$ cat src/rtl/ahb_burst_sched.sv
// rtl/ahb_burst_sched.sv - two-requester AHB burst master scheduler
//
// Purpose: accepts burst commands from two requesters with round-robin
// arbitration and drives them onto an AHB-style master address phase.
// A one-deep data-phase tracker reports completed beats and ERROR
// terminations.
//
// Ports:
//   hclk, hresetn          clock; synchronous active-high reset
//   req_valid/req_ready    per-requester command handshake (ready is a 1-cycle accept pulse)
//   req_addr/burst/size/write  per-requester command fields, packed per requester
//   Haddr/Hburst/Hsize/Htrans/Hwrite/Hprot/Hmastlock  address-phase outputs
//   Hready_out, Hresp      bus ready and response from the slave
//   grant_id               requester owning the current address phase
//   beat_ack/beat_id       OKAY data-phase completion pulse and its owner
//   xfer_err               pulse when a burst ends with an ERROR response
module ahb_burst_sched #(
  parameter int ADDR_W = 32
) (
  input  logic                  hclk,
  input  logic                  hresetn,
  input  logic [1:0]            req_valid,
  output logic [1:0]            req_ready,
  input  logic [2*ADDR_W-1:0]   req_addr,
  input  logic [5:0]            req_burst,
  input  logic [5:0]            req_size,
  input  logic [1:0]            req_write,
  output logic [ADDR_W-1:0]     Haddr,
  output logic [2:0]            Hburst,
  output logic [2:0]            Hsize,
  output logic [1:0]            Htrans,
  output logic                  Hwrite,
  output logic [3:0]            Hprot,
  output logic                  Hmastlock,
  input  logic                  Hready_out,
  input  logic                  Hresp,
  output logic                  grant_id,
  output logic                  beat_ack,
  output logic                  beat_id,
  output logic                  xfer_err
);

  typedef enum logic [1:0] {
    ST_IDLE  = 2'd0,
    ST_BURST = 2'd1,
    ST_ERR   = 2'd2
  } state_t;

  localparam logic [1:0] HT_IDLE   = 2'd0;
  localparam logic [1:0] HT_NONSEQ = 2'd2;
  localparam logic [1:0] HT_SEQ    = 2'd3;

  localparam logic [ADDR_W-1:0] ONE = {{(ADDR_W-1){1'b0}}, 1'b1};

  // Total beats implied by an HBURST code; undefined-length INCR is issued as a single beat.
  function automatic logic [4:0] burst_beats(input logic [2:0] b);
    case (b)
      3'd2, 3'd3: burst_beats = 5'd4;
      3'd4, 3'd5: burst_beats = 5'd8;
      3'd6, 3'd7: burst_beats = 5'd16;
      default:    burst_beats = 5'd1;
    endcase
  endfunction

  state_t            state_q, state_d;
  logic [ADDR_W-1:0] haddr_q, haddr_d;
  logic [2:0]        hburst_q, hburst_d;
  logic [2:0]        hsize_q, hsize_d;
  logic [1:0]        htrans_q, htrans_d;
  logic              hwrite_q, hwrite_d;
  logic              grant_q, grant_d;
  logic              last_q, last_d;       // requester granted most recently (tie pointer)
  logic [4:0]        beats_q, beats_d;     // beats remaining including the one on the bus
  logic              dp_valid_q, dp_valid_d;
  logic              dp_owner_q, dp_owner_d;

  logic              win;
  logic              accept;
  logic [ADDR_W-1:0] sel_addr;
  logic [2:0]        sel_burst;
  logic [2:0]        sel_size_raw;
  logic [2:0]        sel_size;
  logic              sel_write;
  logic [ADDR_W-1:0] incr_addr;
  logic [ADDR_W-1:0] wrap_mask;
  logic [ADDR_W-1:0] next_addr;
  logic              is_wrap;
  logic              addr_phase_ok;

  // Arbitration and selected command
  always_comb begin
    win = 1'b0;
    case (req_valid)
      2'b01:   win = 1'b0;
      2'b10:   win = 1'b1;
      2'b11:   win = ~last_q;
      default: win = 1'b0;
    endcase
    accept       = (state_q == ST_IDLE) && Hready_out && (|req_valid) && !hresetn;
    sel_addr     = win ? req_addr[2*ADDR_W-1:ADDR_W] : req_addr[ADDR_W-1:0];
    sel_burst    = win ? req_burst[5:3] : req_burst[2:0];
    sel_size_raw = win ? req_size[5:3]  : req_size[2:0];
    sel_write    = win ? req_write[1]   : req_write[0];
    sel_size     = (sel_size_raw > 3'd2) ? 3'd2 : sel_size_raw;
  end

  // Next beat address; wrapping bursts keep the bits above the wrap boundary.
  always_comb begin
    incr_addr = haddr_q + (ONE << hsize_q);
    is_wrap   = !hburst_q[0] && (hburst_q[2:1] != 2'd0);
    wrap_mask = (ADDR_W'(burst_beats(hburst_q)) << hsize_q) - ONE;
    next_addr = is_wrap ? ((haddr_q & ~wrap_mask) | (incr_addr & wrap_mask)) : incr_addr;
  end

  assign addr_phase_ok = Hready_out && htrans_q[1];

  always_comb begin
    state_d    = state_q;
    haddr_d    = haddr_q;
    hburst_d   = hburst_q;
    hsize_d    = hsize_q;
    htrans_d   = htrans_q;
    hwrite_d   = hwrite_q;
    grant_d    = grant_q;
    last_d     = last_q;
    beats_d    = beats_q;
    dp_valid_d = dp_valid_q;
    dp_owner_d = dp_owner_q;

    case (state_q)
      ST_IDLE: begin
        if (accept) begin
          haddr_d  = sel_addr & ~((ONE << sel_size) - ONE);
          hburst_d = (sel_burst == 3'd1) ? 3'd0 : sel_burst;
          hsize_d  = sel_size;
          hwrite_d = sel_write;
          htrans_d = HT_NONSEQ;
          beats_d  = burst_beats(sel_burst);
          grant_d  = win;
          last_d   = win;
          state_d  = ST_BURST;
        end
      end
      ST_BURST: begin
        if (addr_phase_ok) begin
          if (beats_q > 5'd1) begin
            htrans_d = HT_SEQ;
            haddr_d  = next_addr;
            beats_d  = beats_q - 5'd1;
          end else begin
            htrans_d = HT_IDLE;
            beats_d  = 5'd0;
            state_d  = ST_IDLE;
          end
        end
      end
      ST_ERR: begin
        if (Hready_out) begin
          state_d = ST_IDLE;
        end
      end
      default: state_d = ST_IDLE;
    endcase

    // The tracker follows the address phase the bus just accepted.
    if (Hready_out) begin
      dp_valid_d = addr_phase_ok;
      if (addr_phase_ok) begin
        dp_owner_d = grant_q;
      end
    end

    // First ERROR cycle: pull the bus to IDLE and drop the rest of the burst.
    if (dp_valid_q && Hresp && !Hready_out) begin
      htrans_d = HT_IDLE;
      beats_d  = 5'd0;
      state_d  = ST_ERR;
    end
  end

  always_ff @(posedge hclk) begin
    if (hresetn) begin
      state_q    <= ST_IDLE;
      haddr_q    <= '0;
      hburst_q   <= 3'd0;
      hsize_q    <= 3'd0;
      htrans_q   <= HT_IDLE;
      hwrite_q   <= 1'b0;
      grant_q    <= 1'b0;
      last_q     <= 1'b1;
      beats_q    <= 5'd0;
      dp_valid_q <= 1'b0;
      dp_owner_q <= 1'b0;
    end else begin
      state_q    <= state_d;
      haddr_q    <= haddr_d;
      hburst_q   <= hburst_d;
      hsize_q    <= hsize_d;
      htrans_q   <= htrans_d;
      hwrite_q   <= hwrite_d;
      grant_q    <= grant_d;
      last_q     <= last_d;
      beats_q    <= beats_d;
      dp_valid_q <= dp_valid_d;
      dp_owner_q <= dp_owner_d;
    end
  end

  // Handshake and completion outputs are same-cycle, masked while reset is held.
  assign req_ready = accept ? (win ? 2'b10 : 2'b01) : 2'b00;
  assign beat_ack  = !hresetn && dp_valid_q && Hready_out && !Hresp;
  assign beat_id   = beat_ack && dp_owner_q;
  assign xfer_err  = !hresetn && (state_q == ST_ERR) && Hready_out && Hresp;

  assign Haddr     = haddr_q;
  assign Hburst    = hburst_q;
  assign Hsize     = hsize_q;
  assign Htrans    = htrans_q;
  assign Hwrite    = hwrite_q;
  assign grant_id  = grant_q;
  assign Hprot     = 4'b0011;
  assign Hmastlock = 1'b0;

endmodule

$ cat config.mk
export PLATFORM = sky130hd
export DESIGN_NAME = ahb_burst_sched
export DESIGN_NICKNAME = d
export VERILOG_FILES = /design/src/rtl/ahb_burst_sched.sv
export SDC_FILE = /design/constraint.sdc
export NUM_CORES = 1
export LEC_CHECK = 0
export CORE_UTILIZATION = 50
export DETAILED_ROUTE_END_ITERATION = 7
export GPL_ROUTABILITY_DRIVEN = 1
export PLACE_DENSITY = 0.94
export RECOVER_POWER = 25
export SLEW_MARGIN = 10
export SYNTH_ARGS = -nofsm -noshare
export SYNTH_HDL_FRONTEND = slang
export SYNTH_SLANG_ARGS = --single-unit
$ cat constraint.sdc
create_clock -name hclk -period 7.4 [get_ports hclk]
set_clock_uncertainty 0.1 [all_clocks]
set_input_delay 1.85 -clock hclk [delete_from_list [all_inputs] [get_ports hclk]]
set_output_delay 1.85 -clock hclk [all_outputs]
set_load 0.05 [all_outputs]
==> qor.yml <==
worstMarginPinSlew_ns: 1.77
avgSynthCellArea_um2: 7.02
portBuffers: 130
cp_max_fo: 23
violations: "max-capacitance violations, max-slew violations"
final_cell_mix: "109 x clkdlybuf4s50_1, 93 x nand2_1, 61 x a21oi_1, 53 x nor2_1, 52 x dfxtp_1"
power_density_nw_per_um2: 138
htreeDepth: 2
cts_resized: 0
drt_first_pass_iters: 6
reg2reg_slack_ns: 3.66
clock-sinks: 52
routed_wl_um: 14600
wl_met1_um: 5720
clockRootBuffer: "clkbuf_8"
max_freq_ghz: 0.160
post-route-min-period_ns: 6.25
yosysSeqAreaShare_pct: 23.7
synth-edff-count: 0
wl_per_cell_um: 17.6
path_clk_slew_ns: 0.12
yosysWarningCount: 0
final_max_slew_viol_count: 34
hold_violations: 0
drv_cap: 1
dr_wl_met3_um: 1390
synth-seq-cells: 52
antenna_cells: 0
setup_slack_ns: 1.15
hold_buffers: 0
grt_max_degree: 43
async_reset_ff_share_pct: 0
ios: 136
drive_gt1_share_pct: 3.72
hpwl_um: 10600
rsz0062_at_grt: "no"
top_layer_used: "met4"
r2r_cells: 10
cts_tree: "built"
core_um2: 8340
area_growth_pct: 31.2
cts_buffer_depth: 2
end_kind: "primary output"
grt_pass1_vias: 5007
dpl_worst_slack_ns: 1.15
whs_path_depth: 2
arrival_ns: 4.30
final_area_um2: 5760
p_total_uw: 797
hold_start: "Htrans[0]$_SDFFE_PP0P_"
grt_usage_pct: 32.0
via_per_inst: 6.43
status: "finished with violations"
die_w_um: 95.7
synth.distinct_cells: 74
antenna_found_initial: 0
ant_nets: 0
grt_pass1_wl_um: 23200
hp-class: "register to register"
via_count: 5345
cts_buffers: 5
post_cts_buffers: 0
drt_iter0_drc: 430
startpoint_type: "input pin"
regToRegStartpoint: "Hsize[0]$_SDFFE_PP0P_"
die_h_um: 95.7
whs_endpoint: "Htrans[0]$_SDFFE_PP0P_"
wl_met2_um: 7170
postPlaceCellArea_um2: 5660
num_rows: 33
final_nets: 823
syn_inst: 625
globalRouteOverflowTotal: 0
crit_required_ns: 5.45
drc: 0
slew_headroom_pct: -18.0
initial_core_util_pct: 52.6
vdd_drop_max_uv: 102
ys.flop_type: "dfxtp_1"
layout_commonest_cell: "clkdlybuf4s50_1"
fin_crit_sh_pct: 84.5
setup_violations: 0
finalSetupTns_ns: 0
syn_area_um2: 4390
dieArea_um2: 9150
place_congestion: 0.921
clk_latency_ns: 0.33
worstSetupPathType: "input pin to primary output"
p_leak_nw: 2.21
==> per-stage QoR <==
stage               hold WS [ns]  utilization (%)  instances
floorplan                  0.332                -        630
global placement           0.354             67.9        823
detailed placement         0.348             67.9        823
CTS                        0.364             69.0        831
global route               0.393             69.0        831
finish                     0.360             69.0        831
==> logic make-up after synthesis <==
| logic type | count (synthesis) | synth area share, % |
|---|---|---|
| flops | 52 | 23.7 |
| simple gates | 267 | 29.6 |
| mux | 25 | 5.73 |
| xor+xnor | 6 | 1.20 |
| other cells | 2 | 0.171 |
| fa+ha+maj | 14 | 4.17 |
| compound gates | 193 | 28.8 |
| buf+inv | 66 | 6.59 |
==> power by group <==
| part | total (mW) | switching, mW | internal (mW) |
|---|---|---|---|
| combinational | 0.284 | 0.167 | 0.117 |
| clock | 0.191 | 0.119 | 0.0719 |
| sequential | 0.322 | 0.0273 | 0.295 |
| total | 0.797 | 0.314 | 0.483 |
==> how the worst max path moves through the flow <==
stage / from / to / cells after the start
2_1_floorplan: hresetn / beat_id / 4
3_3_place_gp: Hready_out / req_ready[1] / 5
3_5_place_dp: Hready_out / req_ready[1] / 5
4_1_cts: Hready_out / req_ready[1] / 5
5_1_grt: Hready_out / req_ready[0] / 5
6_report: Hready_out / req_ready[1] / 5
==> cell type report <==
cell class | instances | area, um^2
multi-input cells | 512 | 3080
clock buffers | 5 | 68.8
inverters | 20 | 75.1
clock inverters | 3 | 28.8
flip-flops and latches | 52 | 1040
fillers | 689 | 2580
well taps | 105 | 131
repair buffers | 134 | 1330
==> metal layers <==
layer	up-vias	track usage, %
li1	2495	-
met1	2458	39.5
met2	344	54.4
met3	48	6.30
met4	0	12.7
met5	-	0
==> cells in the mapped netlist (8+ instances only) <==
master,count,area [um^2]
nor2_1,54,203
nand4_1,8,50.1
nand2_1,93,349
buf_2,11,55.1
a211oi_1,11,82.6
mux2i_1,24,240
a31oi_1,12,75.1
nor3_1,33,165
a21oi_1,61,305
clkbuf_1,23,86.3
ha_1,13,163
and3_1,9,56.3
dfxtp_1,52,1040
o22ai_1,11,68.8
nand3_1,19,95.1
o21ai_0,31,155
nor4_1,10,62.6
inv_1,20,75.1
==> worst max-delay path, cell delays in order <==
cell,delay (ns)
clkdlybuf4s50_1,0.64
nand2b_4,0.11
or4_4,0.66
nor2_1,0.19
clkdlybuf4s50_1,0.83
Note: power is estimated with default switching activity, not from simulation.
